--- config.mk ---
export PLATFORM = sky130hd
export DESIGN_NAME = key_debouncer
export DESIGN_NICKNAME = d
export VERILOG_FILES = /design/src/rtl/key_debouncer.sv
export SDC_FILE = /design/constraint.sdc
export NUM_CORES = 1
export LEC_CHECK = 0
export BUFFER_PORTS_ARGS = -buffer_cell sky130_fd_sc_hd__buf_2
export CORE_UTILIZATION = 57
export DETAILED_ROUTE_END_ITERATION = 10
export PLACE_DENSITY = 0.77
export SKIP_CTS_REPAIR_TIMING = 1
export SLEW_MARGIN = 10
export SYNTH_ARGS = -nofsm -noshare
export SYNTH_HDL_FRONTEND = slang
export SYNTH_SLANG_ARGS = --single-unit
--- constraint.sdc ---
create_clock -name MAX10_CLK1_50 -period 3.6 [get_ports MAX10_CLK1_50]
set_clock_uncertainty 0.1 [all_clocks]
set_input_delay 0.72 -clock MAX10_CLK1_50 [delete_from_list [all_inputs] [get_ports MAX10_CLK1_50]]
set_output_delay 0.72 -clock MAX10_CLK1_50 [all_outputs]
set_load 0.05 [all_outputs]
--- src/rtl/key_debouncer.sv ---
// key_debouncer
// Synchronises the raw active-low DE10-Lite push buttons to MAX10_CLK1_50,
// rejects contact bounce with a per-key stability counter and produces clean
// active-high levels plus one-cycle press, release and long-press pulses.
// Every key channel is fully independent of the others.
//
// Debounce counting: on entry to a pending state the counter loads 1, which
// accounts for the sample that triggered the entry. While pending, the
// counter holds the number of agreeing samples seen before the current one.
// A change is accepted once the current sample completes a run of
// DEBOUNCE_CYCLES agreeing samples. With DEBOUNCE_CYCLES = 1 the pending
// state is left on its first cycle.
module key_debouncer #(
  parameter int NUM_KEYS          = 2,
  parameter int DEBOUNCE_CYCLES   = 500000,
  parameter int LONG_PRESS_CYCLES = 50000000
) (
  input  logic                MAX10_CLK1_50,
  input  logic                reset,
  input  logic [NUM_KEYS-1:0] KEY,
  output logic [NUM_KEYS-1:0] key_level,
  output logic [NUM_KEYS-1:0] key_press,
  output logic [NUM_KEYS-1:0] key_release,
  output logic [NUM_KEYS-1:0] key_long
);

  localparam int DEB_W  = $clog2(DEBOUNCE_CYCLES) + 1;
  localparam int HOLD_W = $clog2(LONG_PRESS_CYCLES) + 1;

  // Counter value at which the current sample completes a stable run.
  localparam logic [DEB_W-1:0]  DEB_LAST = DEB_W'(DEBOUNCE_CYCLES - 1);
  localparam logic [HOLD_W-1:0] HOLD_MAX = HOLD_W'(LONG_PRESS_CYCLES);

  typedef enum logic [1:0] {
    RELEASED     = 2'd0,
    PRESS_PEND   = 2'd1,
    PRESSED      = 2'd2,
    RELEASE_PEND = 2'd3
  } key_state_t;

  logic [NUM_KEYS-1:0] sync_1;
  logic [NUM_KEYS-1:0] sync_2;

  // Two-stage synchroniser for the asynchronous KEY pins, idling released.
  always_ff @(posedge MAX10_CLK1_50 or posedge reset) begin
    if (reset) begin
      sync_1 <= '1;
      sync_2 <= '1;
    end else begin
      sync_1 <= KEY;
      sync_2 <= sync_1;
    end
  end

  for (genvar k = 0; k < NUM_KEYS; k++) begin : g_key
    key_state_t        state_q;
    key_state_t        state_nxt;
    logic [DEB_W-1:0]  deb_cnt_q;
    logic [DEB_W-1:0]  deb_cnt_nxt;
    logic [HOLD_W-1:0] hold_cnt_q;
    logic [HOLD_W-1:0] hold_cnt_nxt;
    logic [HOLD_W-1:0] hold_cnt_inc;
    logic              pressed_s;
    logic              level_nxt;
    logic              press_nxt;
    logic              release_nxt;
    logic              long_nxt;
    logic              level_q;
    logic              press_q;
    logic              release_q;
    logic              long_q;

    assign pressed_s = ~sync_2[k];

    assign hold_cnt_inc = (hold_cnt_q == HOLD_MAX) ? hold_cnt_q
                                                   : hold_cnt_q + HOLD_W'(1);

    // State and counter register for this key's debounce FSM.
    always_ff @(posedge MAX10_CLK1_50 or posedge reset) begin
      if (reset) begin
        state_q    <= RELEASED;
        deb_cnt_q  <= '0;
        hold_cnt_q <= '0;
      end else begin
        state_q    <= state_nxt;
        deb_cnt_q  <= deb_cnt_nxt;
        hold_cnt_q <= hold_cnt_nxt;
      end
    end

    // Next-state logic: a change is accepted only after a full stable run.
    always_comb begin
      state_nxt    = state_q;
      deb_cnt_nxt  = deb_cnt_q;
      hold_cnt_nxt = hold_cnt_q;
      unique case (state_q)
        RELEASED: begin
          hold_cnt_nxt = '0;
          if (pressed_s) begin
            state_nxt   = PRESS_PEND;
            deb_cnt_nxt = DEB_W'(1);
          end
        end
        PRESS_PEND: begin
          if (!pressed_s) begin
            state_nxt   = RELEASED;
            deb_cnt_nxt = '0;
          end else if (deb_cnt_q >= DEB_LAST) begin
            state_nxt   = PRESSED;
            deb_cnt_nxt = '0;
          end else begin
            deb_cnt_nxt = deb_cnt_q + DEB_W'(1);
          end
        end
        PRESSED: begin
          hold_cnt_nxt = hold_cnt_inc;
          if (!pressed_s) begin
            state_nxt   = RELEASE_PEND;
            deb_cnt_nxt = DEB_W'(1);
          end
        end
        RELEASE_PEND: begin
          hold_cnt_nxt = hold_cnt_inc;
          if (pressed_s) begin
            state_nxt   = PRESSED;
            deb_cnt_nxt = '0;
          end else if (deb_cnt_q >= DEB_LAST) begin
            state_nxt    = RELEASED;
            deb_cnt_nxt  = '0;
            hold_cnt_nxt = '0;
          end else begin
            deb_cnt_nxt = deb_cnt_q + DEB_W'(1);
          end
        end
        default: begin
          state_nxt    = RELEASED;
          deb_cnt_nxt  = '0;
          hold_cnt_nxt = '0;
        end
      endcase
    end

    // Output decode from the transition about to be taken.
    always_comb begin
      level_nxt   = (state_nxt == PRESSED) || (state_nxt == RELEASE_PEND);
      press_nxt   = (state_q == PRESS_PEND) && (state_nxt == PRESSED);
      release_nxt = (state_q == RELEASE_PEND) && (state_nxt == RELEASED);
      long_nxt    = (hold_cnt_q != HOLD_MAX) && (hold_cnt_nxt == HOLD_MAX);
    end

    // Registered outputs so downstream logic sees glitch-free signals.
    always_ff @(posedge MAX10_CLK1_50 or posedge reset) begin
      if (reset) begin
        level_q   <= 1'b0;
        press_q   <= 1'b0;
        release_q <= 1'b0;
        long_q    <= 1'b0;
      end else begin
        level_q   <= level_nxt;
        press_q   <= press_nxt;
        release_q <= release_nxt;
        long_q    <= long_nxt;
      end
    end

    assign key_level[k]   = level_q;
    assign key_press[k]   = press_q;
    assign key_release[k] = release_q;
    assign key_long[k]    = long_q;
  end

endmodule

After elaboration in Yosys (flattened, before gate mapping) --
Index checks and enable logic that the tools add are counted.
Storage, ports and cells: input port bits 4, register bits after elaboration 110, word-level logic and storage cells 90, output and inout bits 8
Cells by class: reductions and logical operators 14, eq/ne operators 20, add/sub/neg operators 4, $lt $le $gt $ge 2, muxes and demuxes 34
Operators with widths (count):
- $mux 20 | 10
- $mux 27 | 6
- $pmux 27 s3 | 2
- $pmux 20 s4 | 2
- $eq 27x26->1 const B | 4
- $add 27x1->27 const B | 2
- $ne 27x26->1 const B | 2
- $add 20x1->20 const B | 2
- $ge 20x19->1 const B | 2
- $mux 2 | 12
- $eq 2x2->1 const B | 8
- $pmux 2 s4 | 2
- $logic_not 2->1 | 4
- $ne 2x2->1 const B | 4
- $logic_and 1x1->1 | 6
- $eq 2x1->1 const B | 2
- $reduce_and 2->1 | 2
- $logic_or 1x1->1 | 2

Longest topological paths before layout --
Gate-level depths: netlist of run 1.
depth after elaboration 7, depth in mapped cells 9, gate-level depth less buffers 9

Least setup slack after synthesis of run 1 --
OpenSTA, ideal clock, no wires.
path kind flip-flop to flip-flop, start point register g_key[1].hold_cnt_q[0], end point register g_key[1].long_q, setup time 0.095 ns, period minus slack after synthesis 2.456 ns, required time 3.405 ns, slack 1.144 ns, path buffers 0, stages on the path, launching flop included 9, data arrival time 2.261 ns, cell sequence dfrtp_1 ha_1 nand4_1 nor4_4 and4_1 xnor2_1 nor4b_2 or4b_1 nor4b_2
Between the ends: cells in the longest elaborated chain, start to end 7, elaborated cells between the ends (all ways) 9, those cells by class 1 x add/sub; 3 x eq/ne; 4 x mux; 1 x reduce/logical
Ends and longest elaborated chain:
- start, declared | line 60 | logic [HOLD_W-1:0] hold_cnt_q;
- start signal, assigned | line 87 | hold_cnt_q <= hold_cnt_nxt;
- $add 27x1->27 / $eq 27x26->1 (equally long branches) | line 76, 75
- $mux 27 | line 75 | assign hold_cnt_inc = (hold_cnt_q == HOLD_MAX) ? hold_cnt_q
- $mux 27 | line 127 | end else if (deb_cnt_q >= DEB_LAST) begin
- $mux 27 | line 124 | if (pressed_s) begin
- $pmux 27 s3 | line 96 | unique case (state_q)
- $eq 27x26->1 | line 148 | long_nxt = (hold_cnt_q != HOLD_MAX) && (hold_cnt_nxt == HOLD_MAX);
- $logic_and 1x1->1 (*) | line 148
- net g_key[1].long_nxt | line 67 | logic long_nxt;
- end signal, assigned | line 162 | long_q <= long_nxt;
- end, declared | line 71 | logic long_q;
Mark *: on every way through the listed nets, which the timed path passes. The rest lies on a longest branch. A chain may end at the register's enable or synchronous reset.

Final worst setup path of run 1 --
start point register g_key[0].hold_cnt_q[0], end point register g_key[0].long_q
Between the ends: cells in the longest elaborated chain, start to end 7, elaborated cells between the ends (all ways) 9, those cells by class 1 x add/sub; 3 x eq/ne; 4 x mux; 1 x reduce/logical
Ends and longest elaborated chain (line):
- start, declared | 60
- start signal, assigned | 87
- $add 27x1->27 / $eq 27x26->1 (equally long branches) | 76, 75
- $mux 27 | 75
- $mux 27 | 127
- $mux 27 | 124
- $pmux 27 s3 | 96
- $eq 27x26->1 | 148
- $logic_and 1x1->1 (*) | 148
- net g_key[0].long_nxt | 67
- end signal, assigned | 162
- end, declared | 71
Marks and branches as above.

==> key figures, run 1 <==
Floorplanning
  – Io pins: 12
  – Die ar.: 10960 sq um
  – Row count: 37
  – Starting Density: 58.50%
  – Die H: 104.7 um
  – Core ar.: 10280 sq um
  – Die width: 104.7 um

Min path
  – Hold Path Class: reg -> reg
  – Worst hold path cell count: 0
  – Hold EP: sync_2[0]
  – Min-Delay Startpoint: sync_1[0]

Status
  – Outcome: complete, no violations

Yosys
  – YS warnings: 0
  – Post-synth ARST share: 100.0%
  – Syn Area/Cell: 9.000 sq um
  – Cell variety after synth: 60
  – Synthesized area: 6012 sq um
  – Register area share after synthesis: 45.04%
  – Mapped Cells: 668
  – Post-synth EDFFs: 0
  – Ys flop type: dfrtp_1
  – Mapped Nets: 678
  – Number of synthesized register bits: 108

Drt
  – Wire length per cell: 16.06 um
  – DR iter-0 viols: 258
  – Final WL: 13020 um
  – Vias per inst: 6.125
  – Pre-antenna DRT Iters: 5
  – Remaining DRCs: 0
  – Vias: 4967
  – Antenna Nets Post-Route: 0

Clock tree
  – CTS H-Tree Depth: 3
  – Clk_lat worst skew: 0.38 ns
  – CTS tree: built
  – Num CTS Buffers: 9
  – Clk root buf: clkbuf_8
  – CTS max path bufs: 2
  – Clock sink count: 108
  – CTS clk-pin slew, worst paths: 0.10 ns

GRT
  – First-pass GRT wire length: 22630 um
  – Vias in the first global route: 4770
  – Largest net degree at the start of global routing: 44
  – Total GRT Usage: 25.60%
  – Remaining Overflow, GRT: 0
  – Initial antenna violation count: 0

Cells and area
  – Final core occ: 61.58%
  – Area grow syn2layout: 5.265%
  – Layout Nets: 680
  – Share of layout cells above drive strength 1: 7.704%
  – Fill cells: 882
  – Ant diodes: 0

Timing
  – Min Tclk post-route: 3.115 ns
  – Final setup violation count: 0
  – Period utilisation layout: 86.52%
  – Slew Viols, Final: 0
  – Sum of negative setup slack: 0 ns
  – Final Hold Fails: 0
  – RSZ-0062 raised after global routing: no
  – Worst-margin pin slew: 0.9296 ns
  – Fmax: 321.1 MHz
  – Slew HR: 37.90%

Critical path
  – CP endpoint kind: flop
  – Worst reg2reg path endpoint: g_key[0].long_q
  – Largest stage delay, worst path: 0.71 ns
  – Max FO, Critical Path: 5
  – CP Cell Sequence: inv_1 -> ha_1 -> nor4b_1 -> nand2_1 -> o31ai_1 -> mux2i_1 -> nor4b_1 -> nand4_1 -> nor4_1
  – Most numerous cell on the critical path: nor4b_1
  – Worst Path Arrival: 3.28 ns
  – Critical path type: reg -> reg
  – CP Depth: 9
  – Slowest cell on crit path: o31ai_1
  – Worst r2r src: g_key[0].hold_cnt_q[0]
  – Setup crit start: g_key[0].hold_cnt_q[0]
  – Top cell family by delay on the critical path: simple AND/OR/NAND/NOR gates
  – FF-to-FF path depth: 9
  – CP required: 3.77 ns
  – Buf/Inv on CP: 1
  – Reg2reg setup slack: 0.49 ns
  – Setup crit start kind: flop

Power
  – Power density over the cells: 311.6 nW/um^2
  – Leak Pwr: 0.002613 uW
  – Worst VDD drop: 0.1996 mV
  – Final Total Pwr: 1972 uW

Place
  – Detailed placer's ending HPWL: 9555 um
  – Placer Congestion: 0.9767
  – Number of port buffers: 11

Flow run
  – Max-Cap Viols: 0
## Yosys cell counts (all sizes together) (8+ instances only)
cell	count	share of area, %
a21oi	18	1.5
and3	11	1.1
buf	16	1.7
clkbuf	13	0.81
dfrtp	104	43
inv	23	1.4
nand2	64	4.0
nand3	40	3.3
nand4	37	4.1
nor2	94	5.9
nor2b	8	0.83
nor3	26	2.2
nor4	17	2.4
o21ai	29	2.4
o31ai	8	1.0
xnor2	24	3.5
xor2	45	6.6
## report_power, final
part / total (uW) / internal (uW) / switching (uW)
logic: 78.9 / 19.2 / 59.7
clock network: 659 / 270 / 389
registers: 1230 / 1220 / 11.3
total: 1970 / 1510 / 460
## routing by layer
metal  share of wire [%]  vias up  GRT usage [%]  routed length [um]
li1                    -     2360              -                   -
met1                  44     2409          34.71                5780
met2                  48      175          40.11                6190
met3                 6.2       23          5.677                 802
met4                 1.9        0          10.06                 251
met5                   0        -              0                   0
## through the flow
stage          hold slack [ns]  instance area [sq um]  instances  setup WS, ns
3_3_place_gp            0.2465                   6166        795        0.7058
6_report                0.2621                   6329        811        0.4852
5_1_grt                 0.2700                   6329        811        0.3087
4_1_cts                 0.2671                   6329        811        0.6075
2_1_floorplan           0.2452                   6016        668         1.144
3_5_place_dp            0.2550                   6166        795        0.6733
## sequential cells by signal, indices dropped and copies added, names as in the netlist
signal and cells:
sync_1 2, g_key.level_q 2, g_key.deb_cnt_q 40, g_key.long_q 2
g_key.release_q 2, g_key.state_q 2, g_key.press_q 2, sync_2 2
g_key.hold_cnt_q 54
## worst max path at each step
stage	to	slack [ns]
CTS	g_key[0].long_q	0.61
global route	g_key[0].long_q	0.31
finish	g_key[0].long_q	0.49
floorplan	g_key[1].long_q	1.14
detailed placement	g_key[0].long_q	0.67
global placement	g_key[0].long_q	0.71
## layout by cell type (no fill, tap or decap), types with 14 or more instances in the layout
cell	Yosys	layout
nand2_1	64	64
nor3_1	25	25
nor2_1	94	94
xnor2_1	24	24
dfrtp_1	104	104
o21ai_0	28	28
nand3_1	40	40
xor2_1	45	45
nor4_1	14	14
nand4_1	36	36
a21oi_1	18	18
inv_1	23	22
## area by class of cell
type | count | area [sq um] | share of cell area, %
multi-input cells | 507 | 3072 | 48.54
flip-flops and latches | 108 | 2708 | 42.78
well taps | 136 | 170.2 | 2.689
clock buffers | 14 | 152.6 | 2.412
repair buffers | 20 | 122.6 | 1.938
inverters | 24 | 93.84 | 1.483
clock inverters | 2 | 10.01 | 0.1582
## kinds of logic after synthesis
family / count (synthesis) / share of synthesized area [%]
and+or+nand+nor: 344 / 30.05
adders and majority gates: 6 / 1.249
muxes: 6 / 1.020
buffers and inverters: 53 / 3.975
AOI/OAI and AO/OA: 82 / 8.616
DFF: 108 / 45.04
xor gates and xnor gates: 69 / 10.05
(Power assumes the default switching activity.)
==> run 2, diff against run 1 <==
- CTS_BUF_LIST: unset -> sky130_fd_sc_hd__clkbuf_16
==> run 2 against run 1 <==
Net effect:
- first-iteration DRC count increased by 28%
- critical path depth did not move
- non-clock buffer count is the same
- cell area grew 1.4%
- routed wire length grew 2.1%
- cell count did not move
- critical endpoint unchanged
==> key figures, run 2 (synthesis gave the netlist of run 1 again) <==
Floorplanning
  – Die H: 104.7 um (unchanged)
  – Io pins: 12 (unchanged)
  – Starting Density: 58.50% (unchanged)
  – Core ar.: 10280 sq um (unchanged)
  – Row count: 37 (unchanged)
  – Die width: 104.7 um (unchanged)
  – Die ar.: 10960 sq um (unchanged)

Power
  – Clock share of power: 40.2% (+6.8 points)
  – Switching share of total power: 22.70% (-0.62 points)
  – Power density over the cells: 342.0 nW/um^2 (+9.8%)
  – P_sw: 498.6 uW (+8.4%)
  – Part of the power in registers: 56.2% (-6.4 points)
  – Leak Pwr: 0.002671 uW (+2.2%)
  – Power Internal: 1697 uW (+12%)
  – Worst VDD drop: 0.2730 mV (+37%)
  – Gate power share: 3.6% (-0.4 points)

Cells and area
  – Commonest non-fill, non-tap cell in the layout: dfrtp_1
  – Register area: 2708 sq um (unchanged)
  – Share of layout cells above drive strength 1: 7.556% (-0.15 points)
  – Area occupied by multi-input gates: 3072 sq um (unchanged)
  – Biggest regs: g_key.hold_cnt_q: 54 flops, g_key.deb_cnt_q: 40 flops
  – Area grow syn2layout: 6.785%
  – Most frequent cells in the layout: dfrtp_1 (104), nor2_1 (94), nand2_1 (64)
  – Max reg flops: 54 (unchanged)
  – Top reg by flops: g_key.hold_cnt_q
  – Layout Nets: 680 (unchanged)
  – Ant diodes: 0 (unchanged)
  – Final Non-Filler Cells: 811 (unchanged)
  – Fill cells: 873 (-1.0%)
  – Post-layout instance area: 6420 sq um (+1.4%)

Clock tree
  – CTS max path bufs: 2 (unchanged)
  – Clk_lat worst skew: 0.36 ns (-0.02 ns)
  – CTS tree: built
  – CTS clk-pin slew, worst paths: 0.07 ns (-0.03 ns)
  – CTS H-Tree Depth: 3 (unchanged)
  – Clk root buf: clkbuf_16
  – Clock sink count: 108 (unchanged)
  – Num CTS Buffers: 9 (unchanged)

GRT
  – Largest net degree at the start of global routing: 44 (unchanged)
  – First-pass GRT wire length: 23020 um (+1.7%)
  – Total GRT Usage: 26.18% (+0.59 points)
  – Vias in the first global route: 4834 (+1.3%)
  – Remaining Overflow, GRT: 0 (unchanged)
  – Initial antenna violation count: 0 (unchanged)

Timing
  – Final Hold Fails: 0 (unchanged)
  – Worst-margin pin slew: 0.9206 ns (-0.008941 ns)
  – Fmax: 312.6 MHz (-2.6%)
  – Slew HR: 38.50% (+0.60 points)
  – Slew Viols, Final: 0 (unchanged)
  – Sum of negative setup slack: 0 ns (unchanged)
  – Fin worst setup slack: 0.4014 ns (-0.08384 ns)
  – Min Tclk post-route: 3.199 ns (+0.08384 ns)
  – Final setup violation count: 0 (unchanged)
  – RSZ-0062 raised after global routing: no
  – Worst hold margin: 0.2606 ns (-0.001473 ns)
  – Period utilisation layout: 88.85% (+2.3 points)

Drt
  – Antenna Nets Post-Route: 0 (unchanged)
  – Wire length per cell: 16.39 um (+2.1%)
  – Vias per inst: 6.133 (+0.14%)
  – Remaining DRCs: 0 (unchanged)
  – Vias: 4974 (+0.14%)
  – Final WL: 13290 um (+2.1%)
  – DR iter-0 viols: 329 (+28%)
  – Pre-antenna DRT Iters: 5 (unchanged)

Critical path
  – Worst Path Arrival: 3.32 ns (+0.04 ns)
  – Setup crit start kind: flop
  – CP Cell Sequence: inv_1 -> ha_1 -> nor4b_1 -> nand2_1 -> o31ai_1 -> mux2i_1 -> nor4b_1 -> nand4_1 -> nor4_1
  – CP endpoint kind: flop
  – Critical path type: reg -> reg
  – Slowest cell on crit path: o31ai_1
  – Most numerous cell on the critical path: nor4b_1
  – Max FO, Critical Path: 5 (unchanged)
  – CP required: 3.72 ns (-0.05 ns)
  – Largest stage delay, worst path: 0.71 ns (about the same)

Place
  – Number of port buffers: 11 (unchanged)
  – Pre-CTS setup slack: 0.6733 ns (unchanged)
  – Area post-placement: 6166 sq um (unchanged)
  – Detailed placer's ending HPWL: 9555 um (unchanged)
  – Placer Congestion: 0.9767 (unchanged)
  – Placed insts: 795 (unchanged)

Flow run
  – Max-Cap Viols: 0 (unchanged)

Status
  – Outcome: complete, no violations

Min path
  – Hold Path Class: reg -> reg
[run 2: cell count changes in the layout (fill, tap and decap cells not counted)]
| cell | before | now |
|---|---|---|
| clkbuf_1 | 4 | 0 |
| clkbuf_16 | 0 | 9 |
| clkbuf_8 | 10 | 0 |
| clkinv_1 | 1 | 2 |
| inv_1 | 22 | 26 |
[run 2: worst max-delay path, delay by kind of cell, from the launching register on]
family	cells	cell delay, ns
flops	1	0.43
fa+ha+maj	1	0.17
buf+inv	1	0.15
compound gates	1	0.71
simple gates	5	1.28
mux	1	0.22
[run 2: area by class of cell]
type / count / area share (%)
inverter: 24 / 1.462
timing repair buffer: 20 / 1.910
multi-input combinational: 507 / 47.85
tap: 136 / 2.651
clock buffer: 9 / 3.508
clock inverter: 7 / 0.4483
sequential: 108 / 42.18
[run 2: final timing paths]
path                                             start                     end  slack (ns)  depth (start not counted)
worst max-delay path            g_key[0].hold_cnt_q[0]         g_key[0].long_q        0.40                          9
worst min-delay path                         sync_1[1]               sync_2[1]        0.26                          0
worst max register to register  g_key[0].hold_cnt_q[0]         g_key[0].long_q        0.40                          9
worst min register to register               sync_1[1]               sync_2[1]        0.26                          0
max in group asynchronous                        reset               sync_1[0]        2.14                          3
min in group asynchronous                        reset  g_key[0].hold_cnt_q[7]        0.45                          2
[run 2: power groups by stage]
stage          Clock (uW)  Sequential [uW]  Combinational, uW
4_1_cts               903             1230               80.8
6_report              882             1230               78.8
5_1_grt               943             1240               93.7
3_3_place_gp            0             1260               77.7
3_5_place_dp            0             1260               80.4
2_1_floorplan           0             1250               58.7
[run 2: per-layer routing]
| metal | vias to the layer above | GRT usage, % | part of all wire (%) | wire (um) |
|---|---|---|---|---|
| met5 | - | 0 | 0 | 0 |
| met4 | 0 | 9.557 | 2.0 | 264 |
| met3 | 28 | 6.675 | 5.5 | 731 |
| met2 | 156 | 41.01 | 48 | 6327 |
| met1 | 2434 | 35.25 | 45 | 5970 |
| li1 | 2356 | - | - | - |
[run 2: metrics by stage]
step	total power (uW)	util, %
floorplan	1312	-
detailed placement	1338	60.00
CTS	2219	62.47
global placement	1334	60.00
global route	2273	62.47
finish	2196	62.47
==> run 3, diff against run 2 <==
- PLACE_DENSITY: 0.77 -> 0.72
==> run 3 against run 2 <==
Net effect:
- critical endpoint unchanged
- first-iteration DRC count is 24% lower
- non-clock buffer count is 3 lower
- count of clock-buffer cells in the layout stayed put
- critical path depth stayed put
- core utilization is 0.45 points higher
- clock power is 17% higher
- via count is 3.1% lower
- cell count is 0.37% lower
==> key figures, run 3 (synthesis gave the netlist of run 1 again) <==
Place
  – Placer Congestion: 0.9179 (-6.0%)
  – Placed insts: 792 (-0.38%)
  – Number of port buffers: 11 (unchanged)
  – Detailed placer's ending HPWL: 9214 um (-3.6%)

Cells and area
  – Commonest non-fill, non-tap cell in the layout: dfrtp_1
  – Most frequent cells in the layout: dfrtp_1 (104), nor2_1 (94), nand2_1 (64)
  – Max reg flops: 54 (unchanged)
  – Share of layout cells above drive strength 1: 7.440% (-0.12 points)
  – Top reg by flops: g_key.hold_cnt_q
  – Final Non-Filler Cells: 808 (-0.37%)
  – Layout Nets: 677 (-0.44%)
  – Area grow syn2layout: 7.555%
  – Ant diodes: 0 (unchanged)
  – Biggest regs: g_key.hold_cnt_q: 54 flops, g_key.deb_cnt_q: 40 flops
  – Final core occ: 62.92% (+0.45 points)

Min path
  – Hold EP: sync_2[1]
  – Hold Path Class: reg -> reg
  – Worst hold path cell count: 0 (unchanged)
  – Min-Delay Startpoint: sync_1[1]

Power
  – Final Total Pwr: 2348 uW (+6.9%)
  – Power density over the cells: 363.1 nW/um^2 (+6.2%)
  – Worst VDD drop: 0.3314 mV (+21%)
  – Leak Pwr: 0.002679 uW (+0.32%)
  – Switching share of total power: 21.42% (-1.3 points)
  – Clock share of power: 44.1% (+3.9 points)
  – Part of the power in registers: 52.6% (-3.6 points)
  – Gate power share: 3.4% (-0.2 points)
  – Power Internal: 1845 uW (+8.7%)
  – P_sw: 502.9 uW (+0.87%)

Critical path
  – FF-to-FF path depth: 9 (unchanged)
  – Max FO, Critical Path: 5 (unchanged)
  – Worst reg2reg path endpoint: g_key[0].long_q
  – CP endpoint kind: flop
  – Setup crit start: g_key[0].hold_cnt_q[0]
  – Worst r2r src: g_key[0].hold_cnt_q[0]
  – Reg2reg setup slack: 0.55 ns (+0.15 ns)
  – CP required: 3.75 ns (+0.03 ns)
  – Critical path type: reg -> reg
  – Setup crit start kind: flop
  – Worst Path Arrival: 3.21 ns (-0.11 ns)

Timing
  – Fmax: 327.5 MHz (+4.8%)
  – Slew HR: 41.93% (+3.4 points)
  – Period utilisation layout: 84.82% (-4.0 points)
  – Final Hold Fails: 0 (unchanged)
  – Final setup violation count: 0 (unchanged)
  – RSZ-0062 raised after global routing: no
  – Sum of negative setup slack: 0 ns (unchanged)
  – Min Tclk post-route: 3.053 ns (-0.1451 ns)
  – Worst-margin pin slew: 0.8659 ns (-0.05477 ns)
  – Slew Viols, Final: 0 (unchanged)

Clock tree
  – CTS tree: built
  – Clock sink count: 108 (unchanged)
  – Clk_lat worst skew: 0.36 ns (about the same)
  – CTS max path bufs: 2 (unchanged)
  – CTS H-Tree Depth: 3 (unchanged)
  – Clk root buf: clkbuf_16
  – CTS clk-pin slew, worst paths: 0.07 ns (about the same)
  – Num CTS Buffers: 9 (unchanged)

Floorplanning
  – Row count: 37 (unchanged)
  – Core ar.: 10280 sq um (unchanged)
  – Die width: 104.7 um (unchanged)
  – Die ar.: 10960 sq um (unchanged)
  – Die H: 104.7 um (unchanged)
  – Io pins: 12 (unchanged)
  – Starting Density: 58.50% (unchanged)

GRT
  – Total GRT Usage: 25.47% (-0.72 points)
  – Largest net degree at the start of global routing: 71 (+61%)
  – Vias in the first global route: 4610 (-4.6%)
  – Remaining Overflow, GRT: 0 (unchanged)
  – First-pass GRT wire length: 22090 um (-4.0%)
  – Initial antenna violation count: 0 (unchanged)

Drt
  – Vias: 4820 (-3.1%)
  – DR iter-0 viols: 250 (-24%)
  – Final WL: 12980 um (-2.4%)
  – Vias per inst: 5.965 (-2.7%)
  – Pre-antenna DRT Iters: 4 (-1)
  – Wire length per cell: 16.06 um (-2.0%)
  – Antenna Nets Post-Route: 0 (unchanged)
  – Remaining DRCs: 0 (unchanged)

Status
  – Outcome: complete, no violations

Flow run
  – Max-Cap Viols: 0 (unchanged)
## run 3: cell types whose count changed in the layout (fill, tap and decap cells not counted), sizes merged
cell,before,now
inv,26,24
bufinv,0,2
buf,20,17
## run 3: worst max path at each step
stage | end | cells past startpoint
after floorplan | g_key[1].long_q | 8
after global placement | g_key[0].long_q | 9
after detailed placement | g_key[0].long_q | 9
after CTS | g_key[0].long_q | 9
after global routing | g_key[0].long_q | 9
final | g_key[0].long_q | 9
## run 3: power groups by stage
stage	Combinational [uW]	Clock, uW	Sequential [uW]
after floorplan	58.7	0	1250
after detailed placement	80.7	0	1260
after global routing	92.0	1110	1240
after CTS	81.0	1070	1230
after global placement	78.2	0	1260
final	78.8	1030	1230
## run 3: layout make-up
cell class | instances | area, sq um
sequential | 108 | 2708
clock inverter | 7 | 85.08
inverter | 24 | 93.84
fill | 886 | 3811
multi-input combinational | 507 | 3072
tap | 136 | 170.2
clock buffer | 9 | 225.2
timing repair buffer | 17 | 112.6
## run 3: metrics by stage
step | hold slack [ns] | setup WS, ns | instance area (sq um)
global route | 0.2511 | 0.3276 | 6466
global placement | 0.2481 | 0.6551 | 6156
finish | 0.2535 | 0.5466 | 6466
CTS | 0.2533 | 0.5554 | 6466
floorplan | 0.2452 | 1.144 | 6016
detailed placement | 0.2476 | 0.5681 | 6156
## run 3: worst max-delay path: stages (launching register included)
cell	delay (ns)
dfrtp_1	0.44
inv_1	0.15
ha_1	0.16
nor4b_1	0.26
nand2_1	0.15
o31ai_1	0.72
mux2i_1	0.23
nor4b_1	0.33
nand4_1	0.12
nor4_1	0.28
## run 3: routing by layer
layer	track usage (%)	share of wire, %
met1	34.19	47
met2	40.44	48
met3	5.864	4.0
met4	9.356	1.7
met5	0	0
